**src/rtl/parking_gate_if.sv**
```systemverilog
// Signal bundle between the lane sensors / keyboard decode and the gate controller.
// The master drives sensors and capacity; the slave (controller) drives gate and status.
interface parking_gate_if;
  logic       entry_sns;
  logic       exit_sns;
  logic [3:0] cap_max;
  logic       cap_valid;
  logic       gate_open;
  logic       serve_entry;
  logic       serve_exit;
  logic [3:0] occupancy;
  logic       full;
  logic       buzzer;
  logic       err_timeout;

  modport master (
    output entry_sns, exit_sns, cap_max, cap_valid,
    input  gate_open, serve_entry, serve_exit, occupancy, full, buzzer, err_timeout
  );

  modport slave (
    input  entry_sns, exit_sns, cap_max, cap_valid,
    output gate_open, serve_entry, serve_exit, occupancy, full, buzzer, err_timeout
  );
endinterface

```
**src/rtl/parking_gate_ctrl.sv**
```systemverilog
// Shared barrier sequencer for the entry and exit lanes; owns the occupancy count
// and the keyboard-set capacity.
//
//  state | meaning
//  IDLE  | gate down, arbitrating pending lane requests
//  OPEN  | gate up, waiting for the served car to clear its sensor (with timeout)
//  HOLD  | gate up for HOLD_CYC after the car cleared, then count the pass
module parking_gate_ctrl #(
  parameter int CAP_DEF     = 2,
  parameter int HOLD_CYC    = 16,
  parameter int TIMEOUT_CYC = 1024
) (
  input  logic           clk,
  input  logic           rst_n,
  parking_gate_if.slave  bus
);

  localparam int         TMAX    = (TIMEOUT_CYC > HOLD_CYC) ? TIMEOUT_CYC : HOLD_CYC;
  localparam int         TW      = $clog2(TMAX) + 1;
  localparam logic [3:0] CAP_RST = 4'(CAP_DEF);
  localparam logic [3:0] OCC_MAX = 4'd9;

  typedef enum logic [1:0] {IDLE, OPEN, HOLD} state_t;

  state_t        state;
  logic [2:0]    ent_sync;
  logic [2:0]    ext_sync;
  logic          entry_req;
  logic          exit_req;
  logic          last_exit;
  logic          lane_exit;
  logic [3:0]    capacity;
  logic [3:0]    occupancy;
  logic [TW-1:0] timer;
  logic          gate_open;
  logic          serve_entry;
  logic          serve_exit;
  logic          full;
  logic          buzzer;
  logic          err_timeout;

  logic entry_fall;
  logic exit_fall;
  logic entry_pend;
  logic exit_pend;
  logic full_now;
  logic elig_entry;
  logic elig_exit;
  logic grant_exit;
  logic served_clear;

  // Arbitration uses the unregistered full so an entry cannot slip through in the
  // cycle where the count has just reached capacity but the full flag lags.
  always_comb begin
    entry_fall   = ent_sync[2] & ~ent_sync[1];
    exit_fall    = ext_sync[2] & ~ext_sync[1];
    entry_pend   = entry_req | entry_fall;
    exit_pend    = exit_req | exit_fall;
    full_now     = (occupancy >= capacity);
    elig_exit    = exit_pend;
    elig_entry   = entry_pend & ~full_now;
    grant_exit   = elig_exit & (~elig_entry | ~last_exit);
    served_clear = lane_exit ? ext_sync[1] : ent_sync[1];
  end

  always_ff @(posedge clk or negedge rst_n) begin
    if (!rst_n) begin
      ent_sync <= 3'b111;
      ext_sync <= 3'b111;
      capacity <= CAP_RST;
      full     <= (CAP_RST == 4'd0);
      buzzer   <= 1'b0;
    end else begin
      ent_sync <= {ent_sync[1:0], bus.entry_sns};
      ext_sync <= {ext_sync[1:0], bus.exit_sns};
      if (bus.cap_valid && (bus.cap_max <= OCC_MAX)) begin
        capacity <= bus.cap_max;
      end
      full   <= full_now;
      buzzer <= full_now & entry_req;
    end
  end

  always_ff @(posedge clk or negedge rst_n) begin
    if (!rst_n) begin
      state       <= IDLE;
      entry_req   <= 1'b0;
      exit_req    <= 1'b0;
      last_exit   <= 1'b0;
      lane_exit   <= 1'b0;
      timer       <= '0;
      occupancy   <= '0;
      gate_open   <= 1'b0;
      serve_entry <= 1'b0;
      serve_exit  <= 1'b0;
      err_timeout <= 1'b0;
    end else begin
      err_timeout <= 1'b0;
      entry_req   <= entry_pend;
      exit_req    <= exit_pend;
      case (state)
        IDLE: begin
          if (elig_entry || elig_exit) begin
            state       <= OPEN;
            gate_open   <= 1'b1;
            timer       <= TW'(TIMEOUT_CYC - 1);
            lane_exit   <= grant_exit;
            last_exit   <= grant_exit;
            serve_exit  <= grant_exit;
            serve_entry <= ~grant_exit;
            if (grant_exit) exit_req <= 1'b0;
            else            entry_req <= 1'b0;
          end
        end
        OPEN: begin
          if (served_clear) begin
            state <= HOLD;
            timer <= TW'(HOLD_CYC - 1);
          end else if (timer == '0) begin
            state       <= IDLE;
            gate_open   <= 1'b0;
            serve_entry <= 1'b0;
            serve_exit  <= 1'b0;
            err_timeout <= 1'b1;
          end else begin
            timer <= timer - 1'b1;
          end
        end
        HOLD: begin
          if (timer == '0) begin
            state       <= IDLE;
            gate_open   <= 1'b0;
            serve_entry <= 1'b0;
            serve_exit  <= 1'b0;
            // An exit at zero is a car left over from reset: gate cycles, count stays.
            if (lane_exit) begin
              if (occupancy != 4'd0) occupancy <= occupancy - 1'b1;
            end else begin
              if (occupancy < OCC_MAX) occupancy <= occupancy + 1'b1;
            end
          end else begin
            timer <= timer - 1'b1;
          end
        end
        default: state <= IDLE;
      endcase
    end
  end

  assign bus.gate_open   = gate_open;
  assign bus.serve_entry = serve_entry;
  assign bus.serve_exit  = serve_exit;
  assign bus.occupancy   = occupancy;
  assign bus.full        = full;
  assign bus.buzzer      = buzzer;
  assign bus.err_timeout = err_timeout;

endmodule
```
**src/flat_wrapper.sv**
```systemverilog
// flat-port wrapper written by rule: the top's interface ports become plain ports
module parking_gate_ctrl_flat 
#(
  parameter int CAP_DEF     = 2,
  parameter int HOLD_CYC    = 16,
  parameter int TIMEOUT_CYC = 1024
)
  (clk, rst_n, bus_entry_sns, bus_exit_sns, bus_cap_max, bus_cap_valid, bus_gate_open, bus_serve_entry, bus_serve_exit, bus_occupancy, bus_full, bus_buzzer, bus_err_timeout);
  parking_gate_if bus_i ();
  input  logic clk;
  input  logic rst_n;
  input wire logic [$bits(bus_i.entry_sns)-1:0] bus_entry_sns;
  input wire logic [$bits(bus_i.exit_sns)-1:0] bus_exit_sns;
  input wire logic [$bits(bus_i.cap_max)-1:0] bus_cap_max;
  input wire logic [$bits(bus_i.cap_valid)-1:0] bus_cap_valid;
  output wire logic [$bits(bus_i.gate_open)-1:0] bus_gate_open;
  output wire logic [$bits(bus_i.serve_entry)-1:0] bus_serve_entry;
  output wire logic [$bits(bus_i.serve_exit)-1:0] bus_serve_exit;
  output wire logic [$bits(bus_i.occupancy)-1:0] bus_occupancy;
  output wire logic [$bits(bus_i.full)-1:0] bus_full;
  output wire logic [$bits(bus_i.buzzer)-1:0] bus_buzzer;
  output wire logic [$bits(bus_i.err_timeout)-1:0] bus_err_timeout;
  assign bus_i.entry_sns = bus_entry_sns;
  assign bus_i.exit_sns = bus_exit_sns;
  assign bus_i.cap_max = bus_cap_max;
  assign bus_i.cap_valid = bus_cap_valid;
  assign bus_gate_open = bus_i.gate_open;
  assign bus_serve_entry = bus_i.serve_entry;
  assign bus_serve_exit = bus_i.serve_exit;
  assign bus_occupancy = bus_i.occupancy;
  assign bus_full = bus_i.full;
  assign bus_buzzer = bus_i.buzzer;
  assign bus_err_timeout = bus_i.err_timeout;
  parking_gate_ctrl #(.CAP_DEF(CAP_DEF), .HOLD_CYC(HOLD_CYC), .TIMEOUT_CYC(TIMEOUT_CYC)) u_core (.clk(clk), .rst_n(rst_n), .bus(bus_i));
endmodule
```
**config.mk**
```make
export PLATFORM = sky130hd
export DESIGN_NAME = parking_gate_ctrl_flat
export DESIGN_NICKNAME = d
export VERILOG_FILES = /design/src/rtl/parking_gate_if.sv /design/src/rtl/parking_gate_ctrl.sv /design/src/flat_wrapper.sv
export SDC_FILE = /design/constraint.sdc
export NUM_CORES = 1
export LEC_CHECK = 0
export CAP_MARGIN = 15
export CORE_ASPECT_RATIO = 1.5
export CORE_MARGIN = 3
export CORE_UTILIZATION = 45
export CTS_CLUSTER_DIAMETER = 100
export CTS_CLUSTER_SIZE = 16
export DETAILED_ROUTE_END_ITERATION = 10
export GPL_TIMING_DRIVEN = 0
export PLACE_DENSITY = 0.65
export SLEW_MARGIN = 40
export SYNTH_ARGS = -nofsm -noshare
export SYNTH_HDL_FRONTEND = slang
export SYNTH_SLANG_ARGS = --single-unit
```
**constraint.sdc**
```tcl
create_clock -name clk -period 2.6 [get_ports clk]
set_clock_uncertainty 0.05 [all_clocks]
set_input_delay 0.26 -clock clk [delete_from_list [all_inputs] [get_ports clk]]
set_output_delay 0.26 -clock clk [all_outputs]
set_load 0.02 [all_outputs]
```
==> metrics <==
leakage power 1.08 nW; fin util 57.0%; Overflow after GRT 0; first-pass GRT wire length 7290 µm; area grow syn2layout 21.2%; fin. max-slew vios 0; max-cap viol count 0; Pwr per Cell Area 987 nW/µm²; average size of a mapped cell 9.82 µm²; number of diodes 0; routability cong. 0.825; Worst slew margin 50.1%; post-route cell area 2440 µm²; sequential share of power 36.1%; GR peak layer met2; clk_lat worst skew 0.29 ns; maximum clock frequency 0.411 GHz; cells after synthesis 205; Synth top area share 36.0%; Internal 1.39 mW; measured slew at the worst slew-check pin 0.741 ns; maximum VDD drop 0.597 mV; Setup WS post-layout 0.169 ns; antenna violation net count after detailed routing 0; final net count 260; Hold Crit Class reg -> reg; TritonCTS clock tree built; Vert. Die Dim 87.9 µm; DR pass1 iterations 4; I/O Buffers 18; Total Routed Length 4420 µm; pre-CTS setup slack -0.104 ns; Sw Share 42.3%; global routing usage on met1 19.3%; Worst Path Required 2.75 ns; I/O pin cnt 19; Row Count 29; CTS Buf Count 5; fraction of layout cells with a size suffix above 1 17.2%; Worst-path clk slew 0.07 ns; M2 GR Usage 33.1%; final setup vio count 0; syn nets 227; initial antenna violation count 0; H-tree Lvls 2; R2R Path Start u_core.bus.occupancy[0]; Core Box Area 4280 µm²; Top FF cell, synth dfrtp_1; drt drc 0; FF+latch count, synth 36; RSZ-0062 raised after global routing no; startpoint types register; Post-synth EDFFs 0; Filler Cell Count 389; Storage cell area 911 µm²; die width 60.6 µm; Root Driver clkbuf_8; Worst Path Arrival 2.58 ns; Setup crit end u_core.bus.serve_exit; ys async rst share 100%; pin count of the biggest net entering global routing 23; origin of the worst setup path u_core.bus.occupancy[0]; combinational cell fraction of total power 47.2%; part of the Yosys area used for sequential elements 45.2%; wire length per cell 15.5 µm; min Tclk post-route 2.43 ns; Synth Cell Area 2010 µm²; endpoints failing hold 0; via-per-instance ratio 5.86; Max clock buf depth 2; Initial Utilization 47.0%; die area 5330 µm²; Tcrit/Tclk final 93.5%; top cells by area, synth dfrtp_1 (36%), dfstp_2 (9.1%), ha_1 (7.5%), inv_1 (4.1%), o31ai_1 (4.1%); Crit Path Category reg -> reg; YS warnings 0; dominant cell type by area after synthesis dfrtp_1; CTS Sinks 36; multi-input logic area 997 µm²; vias in the first global route 1,641; Netlist cell types 48; Psw 1.02 mW; Worst Reg2Reg Path Length in Cells 7; Crit Path Max Fanout 6; crit path capture type register; run status finished, final reports clean; DR iter-0 viols 67; DP HPWL 3200 µm; r2r setup slk 0.17 ns; placed cell area 2270 µm²; total track usage 18.2%; M3 GR Usage 3.54%; Clock power frac 16.7%; DR vias 1,670; worst r2r dst u_core.bus.serve_exit
## power by group through the flow
| stage | clock network (mW) | registers, mW | logic [mW] |
|---|---|---|---|
| after floorplan | 0 | 0.868 | 0.786 |
| after global placement | 0 | 0.879 | 1.06 |
| after detailed placement | 0 | 0.886 | 1.08 |
| after CTS | 0.415 | 0.875 | 1.08 |
| after global routing | 0.441 | 0.898 | 1.28 |
| final | 0.403 | 0.870 | 1.14 |
## worst min-delay path by stage
stage	from	to	slack, ns	cells after the start
after CTS	bus_exit_sns	u_core.ext_sync[0]	0.31	1
final	u_core.ent_sync[0]	u_core.ent_sync[1]	0.31	0
after global placement	u_core.ext_sync[0]	u_core.ext_sync[1]	0.30	0
after floorplan	rst_n	u_core.bus.buzzer	-0.09	0
after detailed placement	rst_n	u_core.bus.err_timeout	0.14	1
after global routing	u_core.ent_sync[0]	u_core.ent_sync[1]	0.31	0
## flip-flops by register name, indices dropped and copies added (netlist names), 2 cells and up
register / cells
u_core.timer: 11
u_core.bus.occupancy: 4
u_core.capacity: 4
u_core.ent_sync: 3
u_core.ext_sync: 3
u_core.state: 2
## per-layer routing
metal / share of wire, % / vias up
met2: 55 / 26
met3: 2.6 / 11
li1: - / 814
met5: 0 / -
met1: 39 / 819
met4: 2.8 / 0
## worst max-delay path, cell delays in order (launching register included)
cell     delay (ns)
dfrtp_2        0.42
inv_1          0.09
ha_1           0.29
nor3b_1        0.24
o21ai_2        0.16
o211a_1        0.31
or4b_1         0.56
o32ai_2        0.22
## metrics by stage
stage	std cells	TNS [ns]	hold slack, ns	power (mW)
finish	285	0	0.308	2.41
global route	285	0	0.313	2.62
CTS	278	0	0.311	2.37
detailed placement	270	-0.104	0.144	1.96
global placement	269	-0.104	0.298	1.94
floorplan	205	0	-0.0856	1.65
## area by class of cell
class / count / share of cell area [%]
multi-input cells: 139 / 40.9
repair buffers: 27 / 10.8
plain buffers: 7 / 1.49
well taps: 46 / 2.36
clock inverters: 3 / 0.974
clock buffers: 5 / 2.82
inverters: 22 / 3.38
flip-flops and latches: 36 / 37.3
## cells in the mapped netlist, drive strengths merged (3+ instances only)
master  count
nor4        6
inv        22
o21ai      15
nand2      11
buf         3
o22ai       3
nor3        9
ha         12
dfstp       7
a31oi       8
dfrtp      29
o31ai      11
mux2        3
nor2       13
clkbuf      5
nor2b       3
a21oi      11
## cells in the final DEF (no fill, tap or decap), types with 3 or more instances in the layout
cell type / Yosys / routed
a31oi_1: 8 / 8
nor2_1: 12 / 12
nor2b_1: 3 / 3
mux2_2: 3 / 3
dfstp_2: 7 / 7
o21ai_0: 14 / 13
buf_4: 0 / 6
nand2_1: 11 / 11
a21oi_1: 11 / 11
clkbuf_8: 0 / 5
nor4_1: 5 / 5
clkdlybuf4s50_1: 0 / 17
ha_1: 12 / 12
clkbuf_1: 5 / 4
inv_1: 22 / 22
o31ai_1: 11 / 11
o22ai_1: 3 / 3
dfrtp_1: 29 / 28
nor3_1: 8 / 8
## cell families after synthesis
logic type | count (synthesis) | synth area share [%]
buffers and inverters | 30 | 6.03
multiplexers | 4 | 2.18
adder cells (fa/ha/maj) | 13 | 8.45
AND/OR/NAND/NOR | 56 | 16.2
XOR/XNOR | 4 | 1.74
AO/OA/AOI/OAI | 62 | 20.2
flip-flops | 36 | 45.2
## repair_timing
item / 4_1_cts / 5_1_grt
hold endpoints to repair: 8 / 0
hold buffers: 1 / 0
setup buffers: 0 / 7
resized for setup: 0 / 6
setup endpoints to repair: 2 / 13
pin swaps: 0 / 3
cloned: 0 / 0
Power figures use the tool's default switching activity.
